<file path="src/rtl/tmr_irq_arbiter.sv">
// Purpose : arbitrates the six 8-bit-timer interrupt requests (fixed or rotating
//           priority), offers the winner to the CPU, and strobes the owning TCSR flag clear.
// Latency : irq_src rise -> irq_valid after 2 cycles; ack -> flag_clr on the next cycle.
// Backpressure: the offer is held until irq_ack, a withdraw, or ACK_TIMEOUT cycles.
//
// Ports:
//   clk, rst      rising-edge clock, synchronous active-high reset
//   irq_src       level requests {OVI1,CMIB1,CMIA1,OVI0,CMIB0,CMIA0}
//   irq_mask      1 = source masked (used live, not registered)
//   irq_ack       CPU accepts the offered vector (ignored outside OFFER)
//   err_clr       clears the sticky timeout_err
//   irq_valid     vector offered to the CPU
//   irq_vector    index of the granted source
//   flag_clr      one-hot, one-cycle clear strobe to the granted TCSR flag
//   pending       registered requests that are not masked
//   timeout_err   sticky abort indicator
//   busy          a transaction is in progress
module tmr_irq_arbiter #(
  parameter int NUM_SRC     = 6,
  parameter int VEC_WIDTH   = 3,
  parameter int ROUND_ROBIN = 0,
  parameter int ACK_TIMEOUT = 255
) (
  input  logic                 clk,
  input  logic                 rst,
  input  logic [NUM_SRC-1:0]   irq_src,
  input  logic [NUM_SRC-1:0]   irq_mask,
  input  logic                 irq_ack,
  input  logic                 err_clr,
  output logic                 irq_valid,
  output logic [VEC_WIDTH-1:0] irq_vector,
  output logic [NUM_SRC-1:0]   flag_clr,
  output logic [NUM_SRC-1:0]   pending,
  output logic                 timeout_err,
  output logic                 busy
);

  localparam logic [1:0] ST_IDLE  = 2'd0;
  localparam logic [1:0] ST_OFFER = 2'd1;
  localparam logic [1:0] ST_WAIT  = 2'd2;

  // The counter is compared before it increments, so an abort happens on the
  // edge where it would reach ACK_TIMEOUT: the offer lasts ACK_TIMEOUT cycles.
  localparam logic [7:0]         TMO_LAST = 8'(ACK_TIMEOUT - 1);
  localparam logic [VEC_WIDTH:0] NSRC_W   = (VEC_WIDTH+1)'(NUM_SRC);
  localparam logic [VEC_WIDTH-1:0] LAST_SRC = VEC_WIDTH'(NUM_SRC - 1);

  logic [1:0]           state_q, state_d;
  logic [NUM_SRC-1:0]   src_q;
  logic [VEC_WIDTH-1:0] grant_q, grant_d;
  logic [VEC_WIDTH-1:0] rr_q, rr_d;
  logic [7:0]           cnt_q, cnt_d;
  logic [NUM_SRC-1:0]   fclr_q, fclr_d;
  logic                 err_q, err_d;
  logic                 err_set;

  logic [NUM_SRC-1:0]   cand;
  logic [VEC_WIDTH-1:0] start;
  logic [VEC_WIDTH-1:0] win;
  logic [VEC_WIDTH:0]   idx;
  logic                 found;
  logic [VEC_WIDTH-1:0] ptr_inc;

  assign cand  = src_q & ~irq_mask;
  // Fixed priority is simply a rotating search that always starts at index 0.
  assign start = (ROUND_ROBIN != 0) ? rr_q : '0;

  // First candidate at or after 'start', wrapping from NUM_SRC-1 back to 0.
  always_comb begin
    win   = '0;
    found = 1'b0;
    idx   = '0;
    for (int k = 0; k < NUM_SRC; k++) begin
      idx = {1'b0, start} + (VEC_WIDTH+1)'(k);
      if (idx >= NSRC_W) begin
        idx = idx - NSRC_W;
      end
      if (!found && cand[idx[VEC_WIDTH-1:0]]) begin
        found = 1'b1;
        win   = idx[VEC_WIDTH-1:0];
      end
    end
  end

  assign ptr_inc = (grant_q == LAST_SRC) ? '0 : grant_q + 1'b1;

  always_comb begin
    state_d = state_q;
    grant_d = grant_q;
    cnt_d   = cnt_q;
    rr_d    = rr_q;
    fclr_d  = '0;
    err_set = 1'b0;
    case (state_q)
      ST_IDLE: begin
        if (|cand) begin
          grant_d = win;
          cnt_d   = '0;
          state_d = ST_OFFER;
        end
      end
      ST_OFFER: begin
        // Ack beats withdraw, withdraw beats timeout.
        if (irq_ack) begin
          fclr_d[grant_q] = 1'b1;
          cnt_d   = '0;
          rr_d    = ptr_inc;
          state_d = ST_WAIT;
        end else if (!cand[grant_q]) begin
          state_d = ST_IDLE;
        end else if (cnt_q == TMO_LAST) begin
          err_set = 1'b1;
          rr_d    = ptr_inc;
          state_d = ST_IDLE;
        end else begin
          cnt_d = cnt_q + 8'd1;
        end
      end
      ST_WAIT: begin
        // Unmasked view: the flag itself must fall, masking does not end the wait.
        if (!src_q[grant_q]) begin
          state_d = ST_IDLE;
        end else if (cnt_q == TMO_LAST) begin
          err_set = 1'b1;
          rr_d    = ptr_inc;
          state_d = ST_IDLE;
        end else begin
          cnt_d = cnt_q + 8'd1;
        end
      end
      default: state_d = ST_IDLE;
    endcase
    // A new abort wins over a simultaneous clear.
    err_d = err_set | (err_q & ~err_clr);
  end

  always_ff @(posedge clk) begin
    if (rst) begin
      state_q <= ST_IDLE;
      src_q   <= '0;
      grant_q <= '0;
      rr_q    <= '0;
      cnt_q   <= '0;
      fclr_q  <= '0;
      err_q   <= 1'b0;
    end else begin
      state_q <= state_d;
      src_q   <= irq_src;
      grant_q <= grant_d;
      rr_q    <= rr_d;
      cnt_q   <= cnt_d;
      fclr_q  <= fclr_d;
      err_q   <= err_d;
    end
  end

  assign irq_valid   = (state_q == ST_OFFER);
  assign irq_vector  = grant_q;
  assign flag_clr    = fclr_q;
  assign pending     = cand;
  assign timeout_err = err_q;
  assign busy        = (state_q != ST_IDLE);

endmodule
</file>
<file path="config.mk">
export PLATFORM = sky130hd
export DESIGN_NAME = tmr_irq_arbiter
export DESIGN_NICKNAME = d
export VERILOG_FILES = /design/src/rtl/tmr_irq_arbiter.sv
export SDC_FILE = /design/constraint.sdc
export NUM_CORES = 1
export LEC_CHECK = 0
export CORE_AREA = 3 3 72 81
export DETAILED_ROUTE_END_ITERATION = 12
export DIE_AREA = 0 0 75 84
export MAX_ROUTING_LAYER = met4
export PLACE_DENSITY = 0.48
export SYNTH_ARGS = -nofsm -noshare
export SYNTH_HDL_FRONTEND = slang
export SYNTH_SLANG_ARGS = --single-unit
</file>
<file path="constraint.sdc">
create_clock -name clk -period 2.4 [get_ports clk]
set_input_delay 0.6 -clock clk [delete_from_list [all_inputs] [get_ports clk]]
set_output_delay 0.6 -clock clk [all_outputs]
set_load 0.03 [all_outputs]
</file>
* Word level (Yosys, flattened, before mapping)
Index checks and enable logic that the tools add are counted.
Operators by class: magnitude comparators 2, bitwise logic cells 7, reduce and logical (&&, ||, !) cells 18, eq/ne operators 6, add/sub/neg operators 1, mux-type cells 33
Operators with widths (number):
- 8-bit 2-to-1 mux | 5
- 8-bit one-hot mux with 3 select lines | 1
- 1-bit 2-to-1 mux | 13
- 2-bit 2-to-1 mux | 6
- 3-bit 2-to-1 mux | 3
- 8-bit by 1-bit adder with 8-bit output (second input constant) | 1
- 8-bit equality test (second input constant) | 1
- 6-bit AND | 1
- 1-bit binary-select mux with 3-bit select | 2
- 1-bit logical AND | 6
- 6-bit inverter | 1
- 2-bit one-hot mux with 3 select lines | 1
- 6-bit OR reduction | 1
- 1-bit zero test | 5
- 3-bit by 4-bit less-than comparator with 1-bit output (second input constant) | 1
- 2-bit inequality test (second input constant) | 2
- 4-bit AND reduction | 1
- 1-bit demux with 3-bit select | 1
- 3-bit by 1-bit >= comparator with 1-bit output (second input constant) | 1
- 3-bit by 2-bit inequality test with 1-bit output (second input constant) | 1
- 1-bit inverter | 3
- 3-bit nonzero test | 1
- 3-bit OR reduction | 1
- 2-bit by 1-bit equality test with 1-bit output (second input constant) | 1
- 7 further kinds | 7
Word-level totals: input port bits 16, output and inout bits 18, bits in registers 26, word-level logic and storage cells 73

* Depth between registers and ports, before layout
word-level depth 18, depth in mapped cells 7, depth with buffers taken out 7

* Worst setup path after synthesis
OpenSTA, ideal clock, no wires.
path type in2reg, start point input irq_mask[4], end point register cnt_q[4], data required time 2.314 ns, slack 0.173 ns, buffers on the path 0, data arrival time 2.141 ns, cell stages on the path 5, setup time 0.086 ns, cells stage by stage nor2b_1 > nor4_2 > a31oi_2 > nand4_1 > a221oi_2
Between the ends: word-level cells in the longest chain between the ends 6, elaborated cells on any way between the ends 8, those cells by class eq/ne (2); mux (2); bitwise (2); reduce/logical (2)
Ends and longest elaborated chain:
- start: declaration | line 27 | input logic [NUM_SRC-1:0] irq_mask,
- 6-bit inverter (*) | line 64 | assign cand = src_q & ~irq_mask;
- 6-bit AND (*) | line 64
- 1-bit binary-select mux with 3-bit select | line 109 | end else if (!cand[grant_q]) begin
- 1-bit 2-to-1 mux (implied by the code) | line 109
- 3-bit by 2-bit inequality test with 1-bit output (no line)
- 4-bit AND reduction (no line) (*)
- end signal: assignment | line 151 | cnt_q <= cnt_d;
- end: declaration | line 52 | logic [7:0] cnt_q, cnt_d;
Mark *: on every way between the ends. The rest lies on a longest branch, timed or not. The select of a mux whose other input is x is not followed. A chain may end at the register's enable or synchronous reset.

* Final worst setup path
start point register grant_q[0] (netlist: irq_vector[0]), end point output irq_vector[0]
RTL lines:
- start: declaration | line 50 | logic [VEC_WIDTH-1:0] grant_q, grant_d;
- start signal: assignment | line 149 | grant_q <= grant_d;
- end: declaration | line 31 | output logic [VEC_WIDTH-1:0] irq_vector,
No word-level cell between the ends.

==> results.toml <==
[setup_path]
path_delay_family = "buffers and inverters"
slowest_stage = "clkdlybuf4s50_1"
slowest_delay_ns = 0.77
r2r-end = "cnt_q[0]$_SDFFE_PP0P_"
start_kind = "register"
crit_type = "register to output port"
critPathCapture = "irq_vector[0]"
crit_start = "irq_vector[0]$_SDFFE_PP0P_"
worst-path-buf-inv = 1
path_depth = 1
reg2reg_from = "irq_vector[0]$_SDFFE_PP0P_"
path_cells = "clkdlybuf4s50_1"
reg2reg_depth = 6
crit_fanout = 13
arrival_ns = 1.69
crit_path_end_kind = "output port"
rrSetupSlack_ns = 0.29
critical_path_required_ns = 1.80

[logic_synthesis]
syn_avg_cell_area_um2 = 8.91
synth_edf_count = 0
async_flop_share = 0
synthesis.area_mm2 = 0.00152
ys_seq_area_frac = 0.344
ys_types = 47
ys.flop_type = "dfxtp_1"
syn_inst = 170
yosysWarningCount = 0
ys_seq_elements = 26
synth_fp_nets = 192

[power_and_ir_drop]
p_leak_nw = 0.782
irDropWorstVdd_mv = 0.227
power_density_mw_per_mm2 = 520
p_total_mw = 1.06

[status]
outcome = "complete, no violations"

[clock_network]
cts-root-buf = "clkbuf_8"
clk_latency_ns = 0.27
clockBufferDepth = 2
cts_tree = "done"
htree_levels = 1
clk_pin_slew_ns = 0.10
clkSinkCount = 26
cts_made_buffers = 3

[sta]
hold_viol = 0
hold_ws_ns = 0.478
slew_headroom = 0.663
fin_worst_skew_ns = 0.00667
slew_violations = 0
fin_setup_tns_ns = 0
rsz0062_at_grt = "no"
worst_pin_slew_ns = 0.504
worst_slack_ns = 0.108
post-route-period-util = 0.955
finalSetupViolCount = 0
max_freq_mhz = 436
layout_min_cycle_time_ns = 2.29

[global_route]
grt_overflow = 0
grt_max_degree = 15
first_global_vias = 1477
antenna_found_initial = 0
grt_pass1_wl_mm = 7.00
track_usage = 0.144

[job]
max-cap-violations = 0

[drt]
drt_iter0_markers = 72
post-route-drc-count = 0
num_vias = 1398
drtPass1Iterations = 4
viasPerCell = 5.08
drt_wl_total_mm = 4.01
wl_per_cell_um = 14.6
ant_nets = 0

[floorplanning]
initial_core_util = 0.301
io_pins = 34
die_area_mm2 = 0.00630
dieHeight_um = 84
die_w_um = 75
core-area_mm2 = 0.00503
rows = 27

[final_layout]
drive_gt1_frac = 0.198
finalNetCount = 240
area_growth_pct = 35.1
final_core_util = 0.407
diodes = 0

[placed_design]
gp_congestion = 0.858
portBuffers = 33
place_ws_ns = -0.112
dp_hpwl_mm = 3.19

[worst_hold_path]
min-delay-path-class = "register to register"
==> metrics by stage <==
step | instance area, um^2 | std cells
finish | 2050 | 275
global route | 2050 | 275
CTS | 2040 | 275
detailed placement | 1990 | 271
global placement | 1990 | 271
floorplan | 1520 | 170
==> layout make-up <==
cell class / count / area, um^2
multi-input cells: 122 / 895
flip-flops and latches: 26 / 520
repair buffers: 50 / 448
well taps: 58 / 72.6
fillers: 500 / 2990
inverters: 15 / 56.3
clock buffers: 4 / 55.1
==> cell usage in the layout, fill, tap and decap left out, types with 3 or more instances in the layout <==
cell             count
a211oi_2             3
a21oi_1              4
a221oi_2             3
a41oi_1              3
and3_1               4
buf_4               23
clkbuf_8             4
clkdlybuf4s50_1     25
dfxtp_1             26
ha_1                 6
inv_1               15
nand2_1             15
nand2b_1             4
nand3_1              4
nand4_1              6
nor2_1              11
nor2b_1             10
nor3_1               4
o21ai_0             11
==> registers in the layout, indices dropped and copies added, names as in the netlist <==
register and cells:
state_q 2, src_q 6, flag_clr 6, cnt_q 8
irq_vector 3, timeout_err 1
==> timing repair <==
item | 4_1_cts | 5_1_grt
setup endpoints to repair | 0 | 2
hold buffers | 0 | 0
resized for setup | 0 | 2
buffers inserted | 0 | 0
==> synth_stat cells (2+ instances only) <==
cell type	number	area share
nand3_1	4	0.013
nor3b_1	2	0.0099
a21oi_1	4	0.013
mux2i_1	2	0.013
o21a_1	2	0.0099
nor2b_1	10	0.041
buf_6	2	0.015
a221oi_2	3	0.030
inv_1	15	0.037
nand2_1	15	0.037
and3_1	4	0.017
nand2b_1	4	0.017
buf_2	2	0.0066
nor2_1	11	0.027
nand3b_1	2	0.0099
dfxtp_1	26	0.34
clkbuf_1	2	0.0050
ha_1	6	0.050
a22oi_1	2	0.0099
or4_1	2	0.0099
o21ai_0	11	0.036
o211ai_4	2	0.028
nand4_1	6	0.025
nor3_1	4	0.013
a211oi_2	3	0.025
a41oi_1	3	0.017
==> power breakdown <==
part | switching (mW) | total, mW | internal, mW
Clock | 0.143 | 0.290 | 0.147
Combinational | 0.164 | 0.301 | 0.138
Sequential | 0.0254 | 0.473 | 0.448
==> layer usage <==
| metal | part of all wire | global-route usage | up-vias |
|---|---|---|---|
| met1 | 0.44 | 0.175 | 650 |
| met2 | 0.52 | 0.238 | 31 |
| met4 | 0.011 | 0.0421 | 0 |
| met5 | 0 | - | - |
| li1 | - | - | 713 |
| met3 | 0.031 | 0.0253 | 4 |
==> cells by family (layout without fill, tap and decap cells) <==
family | Yosys count | after routing | synth area share
AND/OR/NAND/NOR | 69 | 69 | 0.251
AO/OA/AOI/OAI | 43 | 43 | 0.252
flip-flops | 26 | 26 | 0.344
buffers and inverters | 22 | 69 | 0.0661
multiplexers | 4 | 4 | 0.0380
adder cells (fa/ha/maj) | 6 | 6 | 0.0495
==> how the worst min path moves through the flow <==
| stage | startpoint | to | depth (start not counted) |
|---|---|---|---|
| floorplan | cnt_q[7]$_SDFFE_PP0P_ | cnt_q[7]$_SDFFE_PP0P_ | 2 |
| global placement | timeout_err$_SDFF_PP0_ | timeout_err$_SDFF_PP0_ | 2 |
| detailed placement | timeout_err$_SDFF_PP0_ | timeout_err$_SDFF_PP0_ | 2 |
| CTS | timeout_err$_SDFF_PP0_ | timeout_err$_SDFF_PP0_ | 2 |
| global route | timeout_err$_SDFF_PP0_ | timeout_err$_SDFF_PP0_ | 2 |
| finish | timeout_err$_SDFF_PP0_ | timeout_err$_SDFF_PP0_ | 2 |
Power figures use the tool's default switching activity.
